<file path="src/rtl/mavg_pkg.sv">
// Shared types and width helpers for the three-channel moving-average scheduler.
package mavg_pkg;

  typedef enum logic [2:0] {
    S_IDLE,
    S_UPD_X,
    S_UPD_Y,
    S_UPD_T,
    S_DONE
  } state_t;

  typedef enum logic [1:0] {
    CH_X,
    CH_Y,
    CH_T
  } ch_t;

  function automatic int calc_sum_w(input int data_w, input int window_size);
    return data_w + $clog2(window_size);
  endfunction

  function automatic int calc_fill_w(input int window_size);
    return $clog2(window_size) + 1;
  endfunction

endpackage

</file>
<file path="src/rtl/mavg_hist.sv">
// One-channel circular window history: combinational read and single write at the same pointer.
module mavg_hist #(
  parameter  int WINDOW_SIZE = 4,
  parameter  int DATA_W      = 2,
  localparam int PTR_W       = $clog2(WINDOW_SIZE)
) (
  input  logic              clk,
  input  logic              rst_n,
  input  logic              clr,
  input  logic              we,
  input  logic [PTR_W-1:0]  wr_ptr,
  input  logic [DATA_W-1:0] wr_data,
  output logic [DATA_W-1:0] rd_data
);

  logic [DATA_W-1:0] mem [WINDOW_SIZE];

  // Zeroed history keeps the running sum equal to the samples seen so far during warm-up.
  always_ff @(posedge clk) begin
    if (!rst_n || clr) begin
      for (int i = 0; i < WINDOW_SIZE; i++) mem[i] <= '0;
    end else if (we) begin
      mem[wr_ptr] <= wr_data;
    end
  end

  assign rd_data = mem[wr_ptr];

endmodule

</file>
<file path="src/rtl/mavg_sched.sv">
// Three-channel moving-average sequencer: one shared add/subtract unit stepped over x, y, t by a small FSM.
module mavg_sched
  import mavg_pkg::*;
#(
  parameter  int WINDOW_SIZE = 4,
  parameter  int DATA_W      = 2,
  localparam int SUM_W       = calc_sum_w(DATA_W, WINDOW_SIZE),
  localparam int FILL_W      = calc_fill_w(WINDOW_SIZE)
) (
  input  logic              clk,
  input  logic              rst_n,
  input  logic              clr,
  input  logic              in_valid,
  output logic              in_ready,
  input  logic [DATA_W-1:0] in_x,
  input  logic [DATA_W-1:0] in_y,
  input  logic [DATA_W-1:0] in_t,
  input  logic              out_en,
  output logic              out_valid,
  output logic [SUM_W-1:0]  sum_x,
  output logic [SUM_W-1:0]  sum_y,
  output logic [SUM_W-1:0]  sum_t,
  output logic [DATA_W-1:0] avg_x,
  output logic [DATA_W-1:0] avg_y,
  output logic [DATA_W-1:0] avg_t,
  output logic [FILL_W-1:0] fill,
  output logic              full
);

  localparam int PTR_W = $clog2(WINDOW_SIZE);

  state_t            state, state_nxt;
  ch_t               ch_sel;
  logic [DATA_W-1:0] smp_x, smp_y, smp_t;
  logic [DATA_W-1:0] old_x, old_y, old_t;
  logic [PTR_W-1:0]  wr_ptr;
  logic [SUM_W-1:0]  sum_sel, add_res;
  logic [DATA_W-1:0] new_sel, old_sel;
  logic              accept;

  assign accept    = (state == S_IDLE) && in_valid;
  assign in_ready  = (state == S_IDLE);
  assign out_valid = (state == S_DONE);
  assign full      = (fill == FILL_W'(WINDOW_SIZE));

  always_ff @(posedge clk) begin
    if (!rst_n || clr) state <= S_IDLE;
    else               state <= state_nxt;
  end

  always_comb begin
    state_nxt = state;
    unique case (state)
      S_IDLE:  if (in_valid) state_nxt = S_UPD_X;
      S_UPD_X: state_nxt = S_UPD_Y;
      S_UPD_Y: state_nxt = S_UPD_T;
      S_UPD_T: state_nxt = S_DONE;
      S_DONE:  state_nxt = S_IDLE;
      default: state_nxt = S_IDLE;
    endcase
  end

  // Sample register: only loaded on an accepted handshake that is not being flushed.
  always_ff @(posedge clk) begin
    if (accept && !clr) begin
      smp_x <= in_x;
      smp_y <= in_y;
      smp_t <= in_t;
    end
  end

  always_comb begin
    ch_sel = CH_X;
    unique case (state)
      S_UPD_Y: ch_sel = CH_Y;
      S_UPD_T: ch_sel = CH_T;
      default: ch_sel = CH_X;
    endcase
  end

  always_comb begin
    sum_sel = sum_x;
    new_sel = smp_x;
    old_sel = old_x;
    unique case (ch_sel)
      CH_Y: begin
        sum_sel = sum_y;
        new_sel = smp_y;
        old_sel = old_y;
      end
      CH_T: begin
        sum_sel = sum_t;
        new_sel = smp_t;
        old_sel = old_t;
      end
      default: ;
    endcase
  end

  // The sum always contains the outgoing history entry, so the subtraction never wraps.
  assign add_res = sum_sel + SUM_W'(new_sel) - SUM_W'(old_sel);

  always_ff @(posedge clk) begin
    if (!rst_n || clr) begin
      sum_x  <= '0;
      sum_y  <= '0;
      sum_t  <= '0;
      wr_ptr <= '0;
      fill   <= '0;
    end else begin
      unique case (state)
        S_UPD_X: sum_x <= add_res;
        S_UPD_Y: sum_y <= add_res;
        S_UPD_T: begin
          sum_t  <= add_res;
          wr_ptr <= wr_ptr + PTR_W'(1);
          if (!full) fill <= fill + FILL_W'(1);
        end
        default: ;
      endcase
    end
  end

  mavg_hist #(.WINDOW_SIZE(WINDOW_SIZE), .DATA_W(DATA_W)) u_hist_x (
    .clk(clk), .rst_n(rst_n), .clr(clr), .we(state == S_UPD_X),
    .wr_ptr(wr_ptr), .wr_data(smp_x), .rd_data(old_x)
  );

  mavg_hist #(.WINDOW_SIZE(WINDOW_SIZE), .DATA_W(DATA_W)) u_hist_y (
    .clk(clk), .rst_n(rst_n), .clr(clr), .we(state == S_UPD_Y),
    .wr_ptr(wr_ptr), .wr_data(smp_y), .rd_data(old_y)
  );

  mavg_hist #(.WINDOW_SIZE(WINDOW_SIZE), .DATA_W(DATA_W)) u_hist_t (
    .clk(clk), .rst_n(rst_n), .clr(clr), .we(state == S_UPD_T),
    .wr_ptr(wr_ptr), .wr_data(smp_t), .rd_data(old_t)
  );

  // Averages are a plain shift of the sums; warm-up values are not re-normalised.
  assign avg_x = out_en ? sum_x[SUM_W-1:PTR_W] : '0;
  assign avg_y = out_en ? sum_y[SUM_W-1:PTR_W] : '0;
  assign avg_t = out_en ? sum_t[SUM_W-1:PTR_W] : '0;

endmodule

</file>
<file path="config.mk">
export PLATFORM = sky130hd
export DESIGN_NAME = mavg_sched
export DESIGN_NICKNAME = d
export VERILOG_FILES = /design/src/rtl/mavg_pkg.sv /design/src/rtl/mavg_hist.sv /design/src/rtl/mavg_sched.sv
export SDC_FILE = /design/constraint.sdc
export NUM_CORES = 1
export LEC_CHECK = 0
export ABC_AREA = 1
export CAP_MARGIN = 20
export CORE_MARGIN = 5
export CORE_UTILIZATION = 38
export DETAILED_ROUTE_END_ITERATION = 6
export GPL_TIMING_DRIVEN = 0
export PLACE_DENSITY = 0.7
export SLEW_MARGIN = 20
export SYNTH_ARGS = -nofsm -noshare
export SYNTH_HDL_FRONTEND = slang
export SYNTH_SLANG_ARGS = --single-unit
</file>
<file path="constraint.sdc">
create_clock -name clk -period 5.2 [get_ports clk]
set_input_delay 0.52 -clock clk [delete_from_list [all_inputs] [get_ports clk]]
set_output_delay 0.52 -clock clk [all_outputs]
set_load 0.02 [all_outputs]
</file>
* After elaboration in Yosys (flattened, before gate mapping) *
Memory sizes are Yosys's and may differ from the RTL's. A register that Yosys moved wholly into a read port is not among the register bits.
Cells that the tools add are included.

storage, ports and cells
  register bits after elaboration = 26
  RAM bits = 24
  input bits = 11
  output and inout bits = 24
  logic and storage cells = 70
  memories kept = 3

memories
  name          words  bits a word  read ports  clocked after Yosys merged registers in  wr ports  line             RTL
  u_hist_t.mem  4      2            1           1                                        4         mavg_hist.sv:16  logic [DATA_W-1:0] mem [WINDOW_SIZE];
  u_hist_x.mem  4      2            1           1                                        4         mavg_hist.sv:16
  u_hist_y.mem  4      2            1           1                                        4         mavg_hist.sv:16

cells by class
  add/sub/neg operators = 4
  eq/ne operators = 8
  muxes and demuxes = 35
  bitwise operators = 1
  reduce and logical (&&, ||, !) cells = 10

operators by type and width
  operator                                       number
  two-way mux 2 bit                              15
  two-way mux 1 bit                              14
  case mux 2 bit (2 select lines)                3
  case mux 3 bit (4 select lines)                1
  case mux 4 bit (2 select lines)                1
  == test 3 x 2 -> 1 bit, second input constant  2
  == test 3 bit, second input constant           2
  OR reduction 2 bit                             3
  adder 4 x 2 -> 4 bit                           1
  subtractor 4 x 2 -> 4 bit                      1
  adder 3 x 1 -> 3 bit, second input constant    1
  == test 3 x 1 -> 1 bit, second input constant  1
  zero test 3 bit                                1
  two-way mux 3 bit                              1
  adder 2 x 1 -> 2 bit, second input constant    1
  == test 2 x 1 -> 1 bit, second input constant  1
  == test 2 bit, second input constant           1
  logical AND 1 bit                              2
  zero test 1 bit                                2
  != test 2 bit, second input constant           1
  AND reduction 2 bit                            1
  logical OR 1 bit                               1
  NOT 1 bit                                      1

* Depth between registers and ports, before layout *
Gate-level depths: netlist (run 1).

  depth in word-level cells = 6
  mapped depth = 21
  gate-level depth less buffers = 19

* Modules after synthesis *
Synthesis (run 1) repeated with hierarchy kept, for this count alone.

unflattened totals
  cell total of the unflattened synthesis = 327
  area total of the unflattened synthesis = 2,797.7 um^2

by module, submodules not included
  module                     times used  cells an instance  area an instance (um^2)  sequential area each (um^2)
  mavg_sched                 1           192                1,443.9                  580.6
  mavg_hist at u_hist_t ...  2           45                 450.4                    240.2
  mavg_hist at u_hist_x      1           45                 452.9                    240.2

* Worst setup path before layout (run 1) *
Ideal clock, no wire load.

  path type = flip-flop to flip-flop
  start = reg state[1]
  end = reg sum_t[3]
  setup time = 112 ps
  data arrival time = 2,828 ps
  required time = 5,088 ps
  path slack = 2,260 ps
  cell stages (with the launch flop) = 19
  buffers on the path = 3
  period minus slack after synthesis = 2,940 ps
  path through = dfxtp_1 -> nand3_2 -> buf_6 -> ha_1 -> buf_4 -> inv_2 -> buf_4 -> nor2_1 -> a21oi_1 -> fa_1 -> inv_1 -> ha_1 -> and3_1 -> nor2_1 -> inv_1 -> nand2_1 -> nand2_1 -> nand2_1 -> nand2_1

between the ends
  longest elaborated chain between the ends = 6
  elaborated cells on any way between the ends = 10
  classes of those cells = add/sub: 2; eq/ne: 4; mux: 4

RTL lines
  item                                                                                line                                 RTL
  start, declared                                                                     mavg_sched.sv:32                     state_t state, state_nxt;
  start signal, assigned                                                              mavg_sched.sv:48                     else state <= state_nxt;
  == test 3 x 2 -> 1 bit (on tied branches)                                           mavg_sched.sv:74, mavg_sched.sv:111
  case mux 2 bit (2 select lines)                                                     mavg_sched.sv:74                     unique case (state)
  == test 2 bit or == test 2 x 1 -> 1 bit (tied branches)                             mavg_sched.sv:85                     unique case (ch_sel)
  case mux 4 bit (2 select lines) or case mux 2 bit (2 select lines) (tied branches)  mavg_sched.sv:85
  adder 4 x 2 -> 4 bit                                                                mavg_sched.sv:101                    assign add_res = sum_sel + SUM_W'(new_sel) - SUM_W'(old_sel);
  subtractor 4 x 2 -> 4 bit                                                           mavg_sched.sv:101
  end signal, assigned                                                                mavg_sched.sv:115                    sum_t <= add_res;
  end, declared                                                                       mavg_sched.sv:22                     output logic [SUM_W-1:0] sum_t,

Several ways; a longest one is shown, not always the timed one.
A chain may end at the register's enable or synchronous reset.

* Worst setup path in the final report (run 1) *
  start = reg state[1]
  end = reg sum_y[3]

between the ends
  longest elaborated chain between the ends = 6
  elaborated cells on any way between the ends = 10
  classes of those cells = add/sub: 2; eq/ne: 4; mux: 4

RTL lines
  item                                                                                line                                 RTL
  == test 3 x 2 -> 1 bit (on tied branches)                                           mavg_sched.sv:74, mavg_sched.sv:111
  case mux 2 bit (2 select lines)                                                     mavg_sched.sv:74
  == test 2 bit or == test 2 x 1 -> 1 bit (tied branches)                             mavg_sched.sv:85
  case mux 4 bit (2 select lines) or case mux 2 bit (2 select lines) (tied branches)  mavg_sched.sv:85
  adder 4 x 2 -> 4 bit                                                                mavg_sched.sv:101
  subtractor 4 x 2 -> 4 bit                                                           mavg_sched.sv:101
  end signal, assigned                                                                mavg_sched.sv:113                    S_UPD_Y: sum_y <= add_res;
  end, declared                                                                       mavg_sched.sv:21                     output logic [SUM_W-1:0] sum_y,

Several ways; a longest one is shown, not always the timed one.

==> results.sh, run 1 <==
export IMPL_cap_violations=0
export IMPL_slowest_stage="dfxtp_1"
export IMPL_wl_met2_mm=2.87
export IMPL_endpoint_kind="flop"
export IMPL_final_hold_violation_count=0
export IMPL_drt_met1_wl_mm=2.58
export IMPL_port_buffers=34
export IMPL_hp_class="flop to flop"
export IMPL_r2r_start="state[1]"
export IMPL_yosys_warnings=0
export IMPL_grt_pass1_vias=2169
export IMPL_post_cts_buffers=0
export IMPL_core_rowCount=30
export IMPL_dpl_hpwl_mm=4.51
export IMPL_drtPass1Iterations=4
export IMPL_cts_htree_levels=2
export IMPL_wire_per_inst_um=13.3
export IMPL_area_growth_synth_to_final_pct=19.9
export IMPL_synth_edff_count=30
export IMPL_slew_headroom_pct=66.8
export IMPL_fin_skew_ns=0.00394
export IMPL_reg2regPathDepth=17
export IMPL_track_usage_pct=14.5
export IMPL_r2r_end="sum_y[3]"
export IMPL_multi_input_area_um2=1070
export IMPL_powerDensity_nw_per_um2=237
export IMPL_synth_cells=316
export IMPL_hold_worst_slack_ns=0.500
export IMPL_synth_seq_cells=52
export IMPL_dpl_cell_area_um2=3080
export IMPL_synth_seq_area_share_pct=50.9
export IMPL_wirelength_mm=5.83
export IMPL_grt_start_max_net_pins=16
export IMPL_worstSkewPairLatency_ns=0.31
export IMPL_fp_dieW_um=93.3
export IMPL_critPathArrivalTime_ns=3.56
export IMPL_via_per_inst=4.88
export IMPL_fin_area_um2=3160
export IMPL_final_period_utilization_pct=64.4
export IMPL_outcome="finished, final reports clean"
export IMPL_synth_top_area_share_pct=34.2
export IMPL_drtAntennaViolNets=0
export IMPL_hold_end="sum_y[0]"
export IMPL_vdd_ir_drop_max_uv=105
export IMPL_drc=0
export IMPL_ctsResizeCount=0
export IMPL_io_pins=35
export IMPL_critPathTopFamily="adder cells"
export IMPL_nNetsFinal=379
export IMPL_gp_congestion=0.871
export IMPL_layout_min_cycle_time_ns=3.35
export IMPL_power_uw=748
export IMPL_syn_area_per_cell_um2=8.35
export IMPL_required_ns=5.41
export IMPL_synthArstFlopShare_pct=0
export IMPL_grt_pass1_wl_mm=9.96
export IMPL_drt_initial_drc_count=135
export IMPL_die_h_um=93.3
export IMPL_worst_setup_path_start_kind="flop"
export IMPL_cellLeakagePower_nw=1.39
export IMPL_highest_signal_layer="met4"
export IMPL_yosysMostFrequentCell="nand2_1"
export IMPL_clockBufferDepth=2
export IMPL_clkSinkCount=52
export IMPL_drv_slew=0
export IMPL_start_util_pct=39.0
export IMPL_seq_area_um2=1340
export IMPL_dr_wl_met3_um=277
export IMPL_path_class="flop to flop"
export IMPL_antenna_cells=0
export IMPL_crit_path_frequent_cell="nand2_1"
export IMPL_worstHoldPathCells=2
export IMPL_rsz0062_at_grt="false"
export IMPL_path_buf_inv=6
export IMPL_cts_root_buffer="clkbuf_8"
export IMPL_cp_slowest_stage_delay_ns=0.49
export IMPL_synthTopCellsByCount="nand2_1, nor2_1, inv_1, edfxtp_1, o21ai_0"
export IMPL_synth_largest_area_cell="edfxtp_1"
export IMPL_ys_flop_type="edfxtp_1"
export IMPL_fmax_mhz=299
export IMPL_fin_setup_tns_ns=0
export IMPL_path_cells="nand3_2, buf_6, ha_1, buf_4, inv_2, buf_4, o21ai_0, fa_1, inv_1, ha_1, and3_1, nor2_1, inv_1, nand2_1, nand2_1, nand2_1, nand2_1"
export IMPL_cts_buffers=5
export IMPL_cts_hold_buf=0
export IMPL_crit_fanout=11
export IMPL_die_area_um2=8710
export IMPL_tightest_slew_ns=0.496
export IMPL_setup_violations=0
export IMPL_hold_start="sum_y[0]"
export IMPL_syn_area_um2=2640
export IMPL_synth_distinct_cells=31
export IMPL_grt_ovfl_total=0
export IMPL_rrSetupSlack_ns=1.85
export IMPL_postSynthNetCount=338
export IMPL_vias=2136
export IMPL_cts_tree="built"
export IMPL_antenna_found_initial=0
export IMPL_synth_area_top_cells="edfxtp_1, dfxtp_1, nand2_1"
export IMPL_layout_drive_gt1_share_pct=8.66
export IMPL_core_area_um2=6760
export IMPL_fill_cells=680
export IMPL_clk_pin_slew_ns=0.09
==> routing by layer <==
| metal | GRT usage (%) | up-vias |
|---|---|---|
| met4 | 5.25 | 0 |
| met1 | 18.2 | 982 |
| met3 | 2.74 | 9 |
| met2 | 24.7 | 48 |
| met5 | 0 | - |
| li1 | - | 1097 |
==> worst reg2reg max path, delay by kind of cell, from the launching register on <==
family / cells / cell delay (ns)
adder cells (fa/ha/maj): 3 / 0.99
buffers and inverters: 6 / 0.74
flip-flops: 1 / 0.49
AO/OA/AOI/OAI: 1 / 0.31
AND/OR/NAND/NOR: 7 / 0.75
==> cell type report <==
cell class	count	area share (%)
timing repair buffer	34	10.8
multi-input combinational	211	33.9
buffer	10	2.02
tap	80	3.17
inverter	43	5.10
sequential	52	42.4
clock buffer	6	2.30
clock inverter	2	0.356
==> worst max path at each step <==
stage                        start       end  slack (ns)  depth (start not counted)
after detailed placement  state[1]  sum_y[3]        1.87                         17
final                     state[1]  sum_y[3]        1.85                         17
after global routing      state[1]  sum_y[3]        1.56                         17
after CTS                 state[1]  sum_y[3]        1.85                         17
after global placement    state[1]  sum_y[3]        1.89                         17
after floorplan           state[1]  sum_t[3]        2.26                         18
==> cells in the final DEF (no fill, tap or decap), types with 2 or more instances in the layout <==
cell type        synthesis  layout
a21oi_1                  7       7
a221o_1                  3       3
buf_2                    6       6
buf_4                    3       3
clkbuf_8                 0       5
clkdlybuf4s50_1          0      34
dfxtp_1                 22      22
edfxtp_1                30      30
fa_1                     2       2
ha_1                     9       9
inv_1                   38      38
inv_2                    5       5
nand2_1                 83      83
nand2_2                  2       2
nand3_1                 16      16
nor2_1                  44      44
nor2_2                   3       3
nor3_1                   5       5
o21ai_0                 23      23
o22ai_1                  2       2
==> flip-flops by register name (all words and copies together) (netlist names), named ones only <==
| signal | count |
|---|---|
| u_hist_y.mem | 8 |
| smp_x | 2 |
| sum_y | 4 |
| state | 3 |
| u_hist_t.mem | 8 |
| sum_t | 4 |
| smp_y | 2 |
| u_hist_x.mem | 8 |
| wr_ptr | 2 |
| fill | 3 |
| smp_t | 2 |
| sum_x | 4 |
==> metrics by stage <==
stage               worst slack [ns]  utilization (%)  cells
finish                          1.85             46.8    438
global route                    1.56             46.8    438
CTS                             1.85             46.8    438
detailed placement              1.87             45.6    430
global placement                1.89             45.6    430
floorplan                       2.26                -    316
==> power breakdown <==
part | internal [mW] | switching, mW | total [mW]
clock network | 0.0936 | 0.131 | 0.224
logic | 0.0279 | 0.0443 | 0.0723
registers | 0.446 | 0.00526 | 0.452
total | 0.568 | 0.180 | 0.748
==> cell families after synthesis <==
logic type / after synthesis / share of synthesized area [%]
compound gates: 39 / 8.49
xor+xnor: 2 / 0.664
fa+ha+maj: 11 / 5.79
buf+inv: 53 / 8.54
flops: 52 / 50.9
simple gates: 159 / 25.7
(Power assumes the default switching activity.)
==> inputs of run 2 (changes only) <==
--- a/config.mk
+++ b/config.mk
@@ -11,7 +11,7 @@
 export CORE_UTILIZATION = 38
 export DETAILED_ROUTE_END_ITERATION = 6
 export GPL_TIMING_DRIVEN = 0
-export PLACE_DENSITY = 0.7
+export PLACE_DENSITY = 0.72
 export SLEW_MARGIN = 20
 export SYNTH_ARGS = -nofsm -noshare
 export SYNTH_HDL_FRONTEND = slang
==> constraint.sdc (replaced) <==
create_clock -name clk -period 2.7 [get_ports clk]
set_input_delay 0.27 -clock clk [delete_from_list [all_inputs] [get_ports clk]]
set_output_delay 0.27 -clock clk [all_outputs]
set_load 0.02 [all_outputs]
==> run 2 against run 1 <==
  * Sequential share of layout area is 2.7 points lower
  * Cell area rose by 7.8%
  * Critical path depth is the same
  * Highest routed layer unchanged
  * Non-clock buffer count is 11 higher
  * Combinational power rose by 140%
==> results.sh, run 2 (synthesized netlist as in run 1, its figures left out) <==
export IMPL_outcome="finished, final reports clean"
export IMPL_p_int_mw=1.11
export IMPL_grt_start_max_net_pins=17
export IMPL_io_pins=35
export IMPL_vias=2241
export IMPL_wire_per_inst_um=14.0
export IMPL_setup_slack_ns=0.0560
export IMPL_p_seq_share_pct=58.4
export IMPL_cts_htree_levels=2
export IMPL_track_usage_pct=14.8
export IMPL_worstSkewPairLatency_ns=0.31
export IMPL_clk_pin_slew_ns=0.10
export IMPL_final_util_pct=50.4
export IMPL_die_area_um2=8710
export IMPL_drc=0
export IMPL_final_hold_violation_count=0
export IMPL_fin_skew_ns=0.00594
export IMPL_core_rowCount=30
export IMPL_setup_violations=0
export IMPL_fmax_mhz=378
export IMPL_start_util_pct=39.0
export IMPL_switching_power_uw=376
export IMPL_grt_ovfl_total=0
export IMPL_fin_area_um2=3410
export IMPL_dp_worst_setup_slack_ns=-0.360
export IMPL_cts_buffers=5
export IMPL_critPathArrivalTime_ns=2.86
export IMPL_gp_congestion=0.865
export IMPL_slew_headroom_pct=64.3
export IMPL_fin_setup_tns_ns=0
export IMPL_fill_cells=636
export IMPL_cap_violations=0
export IMPL_cp_startpoint="state[0]"
export IMPL_drt_initial_drc_count=106
export IMPL_wirelength_mm=6.29
export IMPL_nNetsFinal=390
export IMPL_hp_class="flop to flop"
export IMPL_layout_min_cycle_time_ns=2.64
export IMPL_endpoint_kind="flop"
export IMPL_fin_cells=449
export IMPL_p_comb_share_pct=11.4
export IMPL_layout_drive_gt1_share_pct=18.4
export IMPL_cts_tree="built"
export IMPL_clkSinkCount=52
export IMPL_grt_pass1_wl_mm=10.1
export IMPL_dpl_hpwl_mm=4.61
export IMPL_power_share_clock_pct=30.2
export IMPL_layout_common_cells="nand2_1, nor2_1, clkdlybuf4s50_1, inv_1, edfxtp_1"
export IMPL_swShare_pct=25.2
export IMPL_fp_dieW_um=93.3
export IMPL_area_growth_synth_to_final_pct=29.2
export IMPL_power_mw=1.49
export IMPL_cellLeakagePower_nw=1.45
export IMPL_antenna_found_initial=0
export IMPL_powerDensity_nw_per_um2=437
export IMPL_hold_start="sum_y[1]"
export IMPL_core_area_um2=6760
export IMPL_via_per_inst=4.99
export IMPL_vdd_ir_drop_max_uv=301
export IMPL_die_h_um=93.3
export IMPL_drtAntennaViolNets=0
export IMPL_crit_fanout=12
export IMPL_drv_slew=0
export IMPL_worst_setup_path_start_kind="flop"
export IMPL_cts_root_buffer="clkbuf_8"
export IMPL_drtPass1Iterations=4
export IMPL_rsz0062_at_grt="true"
export IMPL_antenna_cells=0
export IMPL_multi_input_area_um2=1200
export IMPL_dpl_cell_area_um2=3150
export IMPL_path_class="flop to flop"
export IMPL_final_common_cell="nand2_1"
export IMPL_dpl_cell_count=430
export IMPL_cts_hold_buf=0
export IMPL_clockBufferDepth=2
export IMPL_seq_area_um2=1350
export IMPL_tightest_slew_ns=0.534
export IMPL_port_buffers=34
export IMPL_grt_pass1_vias=2186
export IMPL_required_ns=2.91
export IMPL_final_period_utilization_pct=97.9
export IMPL_r2r_start="state[0]"
export IMPL_top_regs="u_hist_t.mem: 8 flops, u_hist_x.mem: 8 flops, u_hist_y.mem: 8 flops"
export IMPL_hold_worst_slack_ns=0.489
run 2: cell type report:
cell class                      instances  share of cell area, %
Multi-Input combinational cell        211                   35.3
Inverter                               43                   5.03
Clock inverter                          2                  0.477
Timing Repair Buffer                   50                   13.6
Buffer                                  5                  0.808
Clock buffer                            6                   2.13
Sequential cell                        52                   39.7
Tap cell                               80                   2.94
run 2: path summary, 6_finish.rpt:
kind	endpoint	slack (ns)	cells past startpoint
max reg2reg	sum_x[3]	0.06	17
max	sum_x[3]	0.06	17
min	sum_y[1]	0.49	2
min reg2reg	sum_y[1]	0.49	2
run 2: worst max-delay path, cell delays in order, from the launching register on:
cell and delay (ns):
dfxtp_4 0.38, nor2_4 0.13, nand2_4 0.10, inv_4 0.07, ha_4 0.22, inv_4 0.16
nor2_4 0.04, a21oi_2 0.16, fa_1 0.45, inv_2 0.10, ha_4 0.19, and3_4 0.15
nor2_4 0.11, inv_2 0.04, nand2_2 0.06, nand2_2 0.07, nand2_1 0.06, nand2_1 0.04
run 2: power by group through the flow:
stage	clock network (mW)	logic, mW	registers, mW
after global routing	0.494	0.185	0.873
final	0.450	0.170	0.870
after floorplan	0	0.0913	0.886
after CTS	0.459	0.163	0.870
after global placement	0	0.139	0.888
after detailed placement	0	0.142	0.888
run 2: repair_timing:
action,in CTS,in global routing
setup buffers,9,7
gates resized for setup,18,12
endpoints found under the setup margin,9,9
pin swaps,8,15
run 2: routing by layer:
layer  track usage [%]  share of wire [%]  vias to the layer above
met1              17.2                 40                     1043
li1                  -                  -                     1120
met3              2.98                6.4                        9
met5                 0                  0                        -
met2              26.7                 52                       69
met4              5.49                1.6                        0
==> inputs of run 3 (changes only) <==
--- a/config.mk
+++ b/config.mk
@@ -9,6 +9,7 @@
 export CAP_MARGIN = 20
 export CORE_MARGIN = 5
 export CORE_UTILIZATION = 38
+export CTS_CLUSTER_SIZE = 16
 export DETAILED_ROUTE_END_ITERATION = 6
 export GPL_TIMING_DRIVEN = 0
 export PLACE_DENSITY = 0.72
==> results of run 3 <==
No change in the layout: final DEF, timing and power equal those of run 2.
